File: config.mk
export PLATFORM = sky130hd
export DESIGN_NAME = bcd_field_cnt
export DESIGN_NICKNAME = d
export VERILOG_FILES = /design/src/rtl/bcd_field_cnt.sv
export SDC_FILE = /design/constraint.sdc
export NUM_CORES = 1
export LEC_CHECK = 0
export CAP_MARGIN = 20
export CORE_MARGIN = 5
export CORE_UTILIZATION = 58
export CTS_BUF_LIST = sky130_fd_sc_hd__clkbuf_8
export CTS_CLUSTER_DIAMETER = 150
export DETAILED_ROUTE_END_ITERATION = 8
export DONT_BUFFER_PORTS = 1
export PLACE_DENSITY = 0.76
export SLEW_MARGIN = 30
export SYNTH_ARGS = -nofsm -noshare
export SYNTH_HDL_FRONTEND = slang
export SYNTH_SLANG_ARGS = --single-unit
File: constraint.sdc
create_clock -name clk -period 1.9 [get_ports clk]
set_input_delay 0.38 -clock clk [delete_from_list [all_inputs] [get_ports clk]]
set_output_delay 0.38 -clock clk [all_outputs]
set_load 0.005 [all_outputs]
File: src/rtl/bcd_field_cnt.sv
// Two-digit BCD field counter (seconds/minutes/hours) bounded to [MIN_VAL, MAX_VAL],
// with validated load and registered carry/borrow/load_err pulses for cascading.
module bcd_field_cnt #(
  parameter int MAX_VAL = 59,
  parameter int MIN_VAL = 0
) (
  input  logic       clk,
  input  logic       reset,
  input  logic       set,
  input  logic [3:0] new_tens,
  input  logic [3:0] new_ones,
  input  logic       inc,
  input  logic       dec,
  output logic [3:0] tens,
  output logic [3:0] ones,
  output logic       carry,
  output logic       borrow,
  output logic       at_max,
  output logic       at_min,
  output logic       load_err
);

  if (MAX_VAL > 99 || MAX_VAL < 1 || MIN_VAL < 0 || MIN_VAL >= MAX_VAL) begin : g_bad_param
    $error("bcd_field_cnt: need 0 <= MIN_VAL < MAX_VAL <= 99");
  end

  localparam logic [3:0] MAX_TENS = 4'(MAX_VAL / 10);
  localparam logic [3:0] MAX_ONES = 4'(MAX_VAL % 10);
  localparam logic [3:0] MIN_TENS = 4'(MIN_VAL / 10);
  localparam logic [3:0] MIN_ONES = 4'(MIN_VAL % 10);
  localparam logic [7:0] MAX_BCD  = {MAX_TENS, MAX_ONES};
  localparam logic [7:0] MIN_BCD  = {MIN_TENS, MIN_ONES};

  // Packed BCD pairs order the same as their decimal values, so range checks
  // compare the digit pair directly without any conversion.
  function automatic logic bcd_load_ok(input logic [3:0] t, input logic [3:0] o);
    logic [7:0] v;
    v = {t, o};
    return (t <= 4'd9) && (o <= 4'd9) && (v >= MIN_BCD) && (v <= MAX_BCD);
  endfunction

  function automatic logic [7:0] bcd_inc(input logic [7:0] v);
    logic [7:0] r;
    if (v[3:0] == 4'd9) r = {v[7:4] + 4'd1, 4'd0};
    else                r = {v[7:4], v[3:0] + 4'd1};
    return r;
  endfunction

  function automatic logic [7:0] bcd_dec(input logic [7:0] v);
    logic [7:0] r;
    if (v[3:0] == 4'd0) r = {v[7:4] - 4'd1, 4'd9};
    else                r = {v[7:4], v[3:0] - 4'd1};
    return r;
  endfunction

  logic [7:0] val_p0, val_p1;
  logic       carry_p0, carry_p1;
  logic       borrow_p0, borrow_p1;
  logic       err_p0, err_p1;
  logic       max_w, min_w;

  assign max_w = (val_p1 == MAX_BCD);
  assign min_w = (val_p1 == MIN_BCD);

  // p0: next value and pulse decode; set wins over inc/dec, inc&&dec holds
  always_comb begin
    val_p0    = val_p1;
    carry_p0  = 1'b0;
    borrow_p0 = 1'b0;
    err_p0    = 1'b0;
    if (set) begin
      if (bcd_load_ok(new_tens, new_ones)) val_p0 = {new_tens, new_ones};
      else                                 err_p0 = 1'b1;
    end else if (inc && !dec) begin
      if (max_w) begin
        val_p0   = MIN_BCD;
        carry_p0 = 1'b1;
      end else begin
        val_p0 = bcd_inc(val_p1);
      end
    end else if (dec && !inc) begin
      if (min_w) begin
        val_p0    = MAX_BCD;
        borrow_p0 = 1'b1;
      end else begin
        val_p0 = bcd_dec(val_p1);
      end
    end
  end

  // p1: registered field value and one-cycle pulses
  always_ff @(posedge clk) begin
    if (reset) begin
      val_p1    <= MIN_BCD;
      carry_p1  <= 1'b0;
      borrow_p1 <= 1'b0;
      err_p1    <= 1'b0;
    end else begin
      val_p1    <= val_p0;
      carry_p1  <= carry_p0;
      borrow_p1 <= borrow_p0;
      err_p1    <= err_p0;
    end
  end

  assign tens     = val_p1[7:4];
  assign ones     = val_p1[3:0];
  assign carry    = carry_p1;
  assign borrow   = borrow_p1;
  assign load_err = err_p1;
  assign at_max   = max_w;
  assign at_min   = min_w;

endmodule

After elaboration in Yosys (flattened, before gate mapping)
Cells that the tools add are included.

Logic and storage cells: 47. Output and inout bits: 13. Bits in registers: 11. Input bits: 13.

Eq/ne operators: 4. Reduce and logical (&&, ||, !) cells: 16. Order comparisons: 4. Bitwise operators: 3. Mux-type cells: 11. Add/sub/neg operators: 4.

Operators with widths (count): 8-bit two-way mux (8); 4-bit by 1-bit adder with 4-bit output (second input constant) (2); 8-bit by 7-bit equality test with 1-bit output (second input constant) (1); 8-bit by 1-bit >= comparator with 1-bit output (second input constant) (1); 4-bit less-or-equal comparator (second input constant) (2); 8-bit by 7-bit less-or-equal comparator with 1-bit output (second input constant) (1); 8-bit zero test (1); 4-bit by 1-bit subtractor with 4-bit output (second input constant) (2); 1-bit logical AND (5); 4-bit equality test (second input constant) (1); 4-bit zero test (1); 4-bit by 3-bit != test with 1-bit output (second input constant) (1); 4-bit AND reduction (1); 4-bit nonzero test (1); 4-bit OR reduction (1); 1-bit two-way mux (3); 1-bit NOT (3); 3-bit nonzero test (1); 3-bit OR reduction (1); 1-bit zero test (2); 2-bit by 1-bit != test with 1-bit output (second input constant) (1); 2-bit AND reduction (1); 2-bit OR reduction (1).

Longest topological paths before layout
Gate-level depths: netlist of the first run.

Depth after elaboration: 6. Depth in mapped cells: 7. Gate-level depth less buffers: 6.

Least setup slack after synthesis of the first run
OpenSTA, ideal clock, no wires.

Path kind: reg2reg. Start point: register val_p1[0]. End point: register val_p1[6]. Required time: 1.814 ns. Path buffers: 1. Path slack: 0.026 ns. Clock period less this slack: 1.874 ns. Library setup time: 0.086 ns. Stages on the path, launching flop included: 8. Arrival: 1.788 ns. Cell sequence: dfxtp_1 > inv_1 > ha_1 > or3b_1 > buf_6 > o41ai_4 > o22ai_1 > a221oi_2.

Word-level cells in the longest chain between the ends: 5. Elaborated cells on any way between the ends: 12. Those cells by class: eq/ne (3); mux (5); reduce/logical (4).

Ends and longest elaborated chain: start: declaration (line 56) `logic [7:0] val_p0, val_p1;`; start signal: assignment (line 99) `val_p1 <= val_p0;`; 8-bit zero test (line 63) `assign min_w = (val_p1 == MIN_BCD);`; 8-bit two-way mux (line 82) `if (min_w) begin`; 8-bit two-way mux (line 81) `end else if (dec && !inc) begin`; 8-bit two-way mux (line 74) `end else if (inc && !dec) begin`; 8-bit two-way mux (line 71) `if (set) begin`.

Several ways; a longest one is shown, not always the timed one. The select of a mux whose other input is x is not followed. A chain may end at the register's enable or synchronous reset.

Worst setup path after layout of the first run
Ends and elaborated chain as after synthesis.

==> flow_metrics.env, run 1 <==
export IMPL_grt_max_degree=19
export IMPL_synth_mux_area_share_pct=1.036
export IMPL_viasPerCell=7.399
export IMPL_synth_simple_area_share_pct=30.05
export IMPL_r2r_cells=7
export IMPL_routedWlPerCell_um=20.99
export IMPL_crit_cells=7
export IMPL_critPathRequiredTime_ns=2.07
export IMPL_max_stage_delay_ns=0.40
export IMPL_die_h_um=50.81
export IMPL_start_kind="flip-flop"
export IMPL_ys_seq_area_share_pct=22.80
export IMPL_worst_pin_slew_ns=0.5880
export IMPL_path_class="flip-flop to flip-flop"
export IMPL_cts_buffer_depth=2
export IMPL_grt_pass1_wl_mm=4.498
export IMPL_hold_viol_final=0
export IMPL_cp_endpoint="val_p1[6]"
export IMPL_cp_arrival_ns=2.05
export IMPL_p_int_uw=532.5
export IMPL_dieArea_mm2=0.002582
export IMPL_drive_above_1_share_pct=28.03
export IMPL_dp_hpwl_mm=2.224
export IMPL_clockPowerShare_pct=30.6
export IMPL_rrSetupSlack_ns=0.02
export IMPL_place_ws_ns=0.01952
export IMPL_cts_setup_buffers=0
export IMPL_grt_pass1_vias=982
export IMPL_synth_top_family_by_area="simple AND/OR/NAND/NOR gates"
export IMPL_cp_buffers_inverters=2
export IMPL_num_vias=1095
export IMPL_r2r_end="val_p1[6]"
export IMPL_timing_critical_path_from="val_p1[0]"
export IMPL_hold_depth=1
export IMPL_ys_warnings_count=0
export IMPL_clkTransAtPathRegs_ns=0.06
export IMPL_p_sw_uw=268.4
export IMPL_totalWireLength_mm=3.106
export IMPL_hold_class="input port to flip-flop"
export IMPL_grt_ovfl_total=0
export IMPL_io_pins=26
export IMPL_cp_max_fo=4
export IMPL_synth_seq_cells=11
export IMPL_grt_usage_pct=22.37
export IMPL_crit_chain="inv_2 -> ha_4 -> or3b_4 -> buf_6 -> o41ai_4 -> o22ai_1 -> a221oi_2"
export IMPL_numCtsBuffers=3
export IMPL_syn_nets=136
export IMPL_fill_cells=93
export IMPL_die_w_um=50.81
export IMPL_grt_met1_usage_pct=28.42
export IMPL_seqPwrFrac_pct=32.2
export IMPL_rsz0062_at_grt="yes"
export IMPL_power_density_mw_per_mm2=685.3
export IMPL_power_switching_share_pct=33.52
export IMPL_area_growth_pct=20.98
export IMPL_clock_skew_ns=0.001459
export IMPL_setup_viol=0
export IMPL_io_buffers=0
export IMPL_setup_slack_ns=0.01778
export IMPL_slew_headroom_pct=60.72
export IMPL_synthDistinctLibCells=49
export IMPL_clock_fmax_mhz=531.3
export IMPL_cts_tree="done"
export IMPL_rows=14
export IMPL_finalMaxSlewViolations=0
export IMPL_synth_area_um2=965.9
export IMPL_first_iter_violations=77
export IMPL_slowest_stage="or3b_4"
export IMPL_initial_core_util_pct=62.66
export IMPL_drc=0
export IMPL_top_usage_layer="met2"
export IMPL_clock_latency_ns=0.24
export IMPL_power_leakage_uw=0.0004544
export IMPL_cap_violations=0
export IMPL_combinationalPowerShare_pct=37.2
export IMPL_grtUsageMet3_pct=5.233
export IMPL_synth_avg_cell_area_um2=8.256
export IMPL_multi_input_area_um2=715.7
export IMPL_hold_slack_ns=0.1919
export IMPL_reg2reg_from="val_p1[0]"
export IMPL_async_reset_ff_share_pct=0
export IMPL_synthAdderAreaFrac_pct=7.772
export IMPL_endpoint_kind="flip-flop"
export IMPL_synth_compound_area_share_pct=29.92
export IMPL_synth_xor_area_share_pct=0.9067
export IMPL_clkSinkCount=11
export IMPL_synth_edf_count=0
export IMPL_cts_root_buf="clkbuf_8"
export IMPL_antenna_left=0
export IMPL_dr_pass1_iters=7
export IMPL_ys_flop_type="dfxtp_1"
export IMPL_diodes=0
export IMPL_final_nets=152
export IMPL_synthCells=117
export IMPL_min_period_over_period_pct=99.06
export IMPL_utilization_pct=75.81
export IMPL_core_area_mm2=0.001541
export IMPL_antenna_found_initial=0
export IMPL_htree_num_levels=1
export IMPL_vdd_drop_max_uv=529.1
export IMPL_seqCellArea_um2=222.7
export IMPL_cpLargestDelayFamily="compound AO/OA/AOI/OAI gates"
export IMPL_outcome="finished, final reports clean"
export IMPL_fin_crit_ns=1.882
export IMPL_grt_use_met2_pct=34.50
export IMPL_gp_congestion=0.9706
-- cell type report --
| class | instances | area share (%) |
|---|---|---|
| clock buffers | 3 | 3.533 |
| clock inverters | 1 | 0.3212 |
| inverters | 9 | 2.891 |
| multi-input cells | 91 | 61.24 |
| flip-flops and latches | 11 | 19.06 |
| well taps | 16 | 1.713 |
| repair buffers | 17 | 11.24 |
-- metal layers --
metal  vias up  share of wire [%]
met3        15                 13
met1       507                 38
met4         0                3.9
met2        95                 44
met5         -                  0
li1        478                  -
-- power by group through the flow --
| stage | Clock [uW] | Combinational, uW | Sequential [uW] |
|---|---|---|---|
| after floorplan | 0 | 171 | 273 |
| after global placement | 0 | 245 | 259 |
| after detailed placement | 0 | 255 | 260 |
| after CTS | 243 | 265 | 255 |
| after global routing | 261 | 318 | 259 |
| final | 245 | 298 | 258 |
-- synth_stat cells (2+ instances only) --
cell | n | area (um^2)
o21ai_0 | 6 | 30.03
a21oi_1 | 2 | 10.01
and3_1 | 2 | 12.51
buf_6 | 2 | 22.52
nand2b_1 | 7 | 43.79
ha_1 | 6 | 75.07
o211ai_1 | 3 | 22.52
or3b_2 | 2 | 17.52
nor3_1 | 7 | 35.03
a22oi_1 | 2 | 15.01
dfxtp_1 | 11 | 220.2
or2_2 | 2 | 12.51
inv_1 | 9 | 33.78
a311oi_1 | 3 | 26.28
o32ai_1 | 2 | 17.52
nor2b_1 | 2 | 12.51
nor4_1 | 3 | 18.77
buf_1 | 2 | 7.510
o22ai_1 | 3 | 18.77
nand2_1 | 4 | 15.01
nand3_1 | 4 | 20.02
or3b_1 | 2 | 17.52
nor2_1 | 5 | 18.77
-- logic make-up after synthesis --
kind of cell             after synthesis
AO/OA/AOI/OAI                         35
XOR/XNOR                               1
adder cells (fa/ha/maj)                6
buffers and inverters                 15
flip-flops                            11
multiplexers                           1
AND/OR/NAND/NOR                       48
-- what timing repair did --
action	4_1_cts	5_1_grt
gates resized for setup	2	12
gates cloned	0	0
hold buffers	0	0
setup endpoints to repair	1	5
pin swaps	0	5
-- layout by cell type (no fill, tap or decap), types with 2 or more instances in the layout --
cell,count
nand2b_1,7
clkbuf_8,3
and3_1,2
o22ai_1,3
o21ai_0,6
or2_2,2
nor2_1,4
a311oi_2,2
nand3_1,4
o211ai_1,3
nor4_1,3
dfxtp_2,2
nor3_1,6
ha_1,5
dfxtp_1,9
inv_2,2
inv_1,8
a22oi_1,2
a21oi_1,2
nand2_1,4
or3b_4,2
nor2b_1,2
buf_4,16
o32ai_1,2
-- sequential cells by signal (all words and copies together) (netlist names) --
signal	cells
carry	1
val_p1	8
borrow	1
load_err	1
-- stage by stage --
step           power, uW  area [um^2]  setup TNS, ns  std cells
5_1_grt            837.8         1169       -0.04294        148
4_1_cts            763.1         1125              0        148
3_5_place_dp       514.5         1075              0        144
6_report           800.9         1169              0        148
2_1_floorplan      443.9        965.9              0        117
3_3_place_gp       504.4         1075              0        144
-- worst min path at each step --
stage	from	endpoint	slack, ns
floorplan	val_p1[3]	val_p1[3]	0.54
global placement	reset	val_p1[6]	0.45
detailed placement	reset	val_p1[6]	0.45
CTS	reset	val_p1[6]	0.19
global route	reset	val_p1[6]	0.19
finish	reset	val_p1[6]	0.19
Note: power is estimated with default switching activity, not from simulation.
==> run 2: changes to the inputs <==
--- a/config.mk
+++ b/config.mk
@@ -13,6 +13,7 @@
 export DETAILED_ROUTE_END_ITERATION = 8
 export DONT_BUFFER_PORTS = 1
 export PLACE_DENSITY = 0.76
+export SETUP_SLACK_MARGIN = 0.4
 export SLEW_MARGIN = 30
 export SYNTH_ARGS = -nofsm -noshare
 export SYNTH_HDL_FRONTEND = slang
==> run 2 against run 1 <==
Combinational power up 24%. Die area unchanged. Non-clock buffer count up 4. Utilization rose by 13 points. Clock skew rose by 0.0043 ns. First-iteration DRC count is 6.5% higher. Critical path depth down 1. Register-to-register slack improved by 0.06 ns. Power increased by 11%.
==> flow_metrics.env, run 2 (synthesis results as in run 1) <==
export IMPL_dp_hpwl_mm=2.130
export IMPL_totalWireLength_mm=3.622
export IMPL_num_vias=1135
export IMPL_drive_above_1_share_pct=44.53
export IMPL_vdd_drop_max_uv=410.3
export IMPL_p_int_uw=573.6
export IMPL_p_sw_uw=316.1
export IMPL_final_nets=157
export IMPL_cts_tree="done"
export IMPL_min_period_over_period_pct=95.83
export IMPL_antenna_left=0
export IMPL_finalMaxSlewViolations=0
export IMPL_numCtsBuffers=3
export IMPL_slew_headroom_pct=64.70
export IMPL_antenna_found_initial=0
export IMPL_timing_critical_path_from="val_p1[0]"
export IMPL_hold_viol_final=0
export IMPL_first_iter_violations=82
export IMPL_setup_viol=0
export IMPL_cts_root_buf="clkbuf_8"
export IMPL_worst_pin_slew_ns=0.5254
export IMPL_hold_slack_ns=0.1790
export IMPL_io_buffers=0
export IMPL_viasPerCell=7.418
export IMPL_power_switching_share_pct=35.53
export IMPL_path_class="flip-flop to flip-flop"
export IMPL_reg2reg_from="val_p1[0]"
export IMPL_rrSetupSlack_ns=0.08
export IMPL_stdcell_count=153
export IMPL_clockPowerShare_pct=27.6
export IMPL_endpoint_kind="flip-flop"
export IMPL_grt_ovfl_total=0
export IMPL_grtUsageMet3_pct=5.814
export IMPL_routedWlPerCell_um=23.67
export IMPL_clock_fmax_mhz=549.2
export IMPL_io_pins=26
export IMPL_multi_input_area_um2=848.3
export IMPL_seqPwrFrac_pct=30.9
export IMPL_layout_common_cells="buf_4 (18), nand2b_1 (7), inv_1 (6), nor3_1 (6), dfxtp_1 (5)"
export IMPL_die_w_um=50.81
export IMPL_outcome="finished, final reports clean"
export IMPL_grt_max_degree=19
export IMPL_fill_cells=78
export IMPL_clock_latency_ns=0.25
export IMPL_top_usage_layer="met1"
export IMPL_drc=0
export IMPL_fin_crit_ns=1.821
export IMPL_rsz0062_at_grt="yes"
export IMPL_diodes=0
export IMPL_combinationalPowerShare_pct=41.5
export IMPL_clkSinkCount=11
export IMPL_grt_pass1_vias=1055
export IMPL_grt_use_met2_pct=37.40
export IMPL_min_from="reset"
export IMPL_tns_ns=0
export IMPL_dieArea_mm2=0.002582
export IMPL_die_h_um=50.81
export IMPL_power_leakage_uw=0.0005172
export IMPL_clock_skew_ns=0.005747
export IMPL_critPathRequiredTime_ns=2.05
export IMPL_top_register="val_p1"
export IMPL_initial_core_util_pct=62.66
export IMPL_core_area_mm2=0.001541
export IMPL_cap_violations=0
export IMPL_largest_reg_flops=8
export IMPL_grt_met1_usage_pct=38.80
export IMPL_layout_commonest_cell="buf_4"
export IMPL_cp_arrival_ns=1.97
export IMPL_cts_buffer_depth=2
export IMPL_area_growth_pct=41.19
export IMPL_htree_num_levels=1
export IMPL_rows=14
export IMPL_cp_max_fo=5
export IMPL_power_density_mw_per_mm2=652.4
export IMPL_clkTransAtPathRegs_ns=0.06
export IMPL_start_kind="flip-flop"
export IMPL_grt_usage_pct=27.89
export IMPL_dr_pass1_iters=4
export IMPL_gp_congestion=0.8822
export IMPL_dp_cells=137
export IMPL_hold_class="input port to flip-flop"
export IMPL_seqCellArea_um2=237.7
export IMPL_grt_pass1_wl_mm=5.471
==> run 2: cell types whose count changed in the layout (fill, tap and decap cells not counted), sizes merged <==
cell | previous run | this run
buf | 17 | 21
or3b | 4 | 5
==> run 2: stage by stage <==
stage               util, %  area [um^2]  setup WS [ns]  power (uW)
floorplan                 -         1023         0.2156       466.2
global placement      70.05         1080        0.03040       504.6
detailed placement    70.05         1080        0.04796       510.2
CTS                   81.66         1259         0.1549       812.0
global route          88.47         1364      0.0008973       926.7
finish                88.47         1364        0.07923       889.7
==> run 2: final cells by class <==
type | instances | area share [%]
multi-input combinational | 92 | 62.20
sequential | 11 | 17.43
timing repair buffer | 21 | 12.39
inverter | 9 | 3.211
clock buffer | 3 | 3.028
tap | 16 | 1.468
clock inverter | 1 | 0.2752
==> run 2: final timing paths <==
check	end	depth (start not counted)
max reg2reg	val_p1[5]	6
min reg2reg	val_p1[2]	2
max	val_p1[5]	6
min	val_p1[3]	1
==> run 2: metal layers <==
metal,vias up,share of wire (%)
met5,-,0
met4,0,5.1
met3,15,12
met2,87,41
met1,540,42
li1,493,-
==> run 2: timing repair <==
item / in CTS / in global routing
hold buffers: 0 / 0
cloned: 1 / 0
gates resized for setup: 24 / 12
pin swaps: 8 / 11
buffers inserted: 6 / 5
setup endpoints to repair: 10 / 10
==> run 2: worst max-delay path: stages, from the launching register on <==
cell and delay (ns):
dfxtp_4 0.36, inv_4 0.07, ha_4 0.13, or3b_4 0.46, nor4b_4 0.34, mux2i_1 0.15, a311oi_1 0.21
==> run 2: power by group through the flow <==
stage	clock [uW]	combinational [uW]	sequential (uW)
floorplan	0	191	276
CTS	234	303	274
finish	246	369	275
global route	258	392	277
detailed placement	0	234	276
global placement	0	230	274
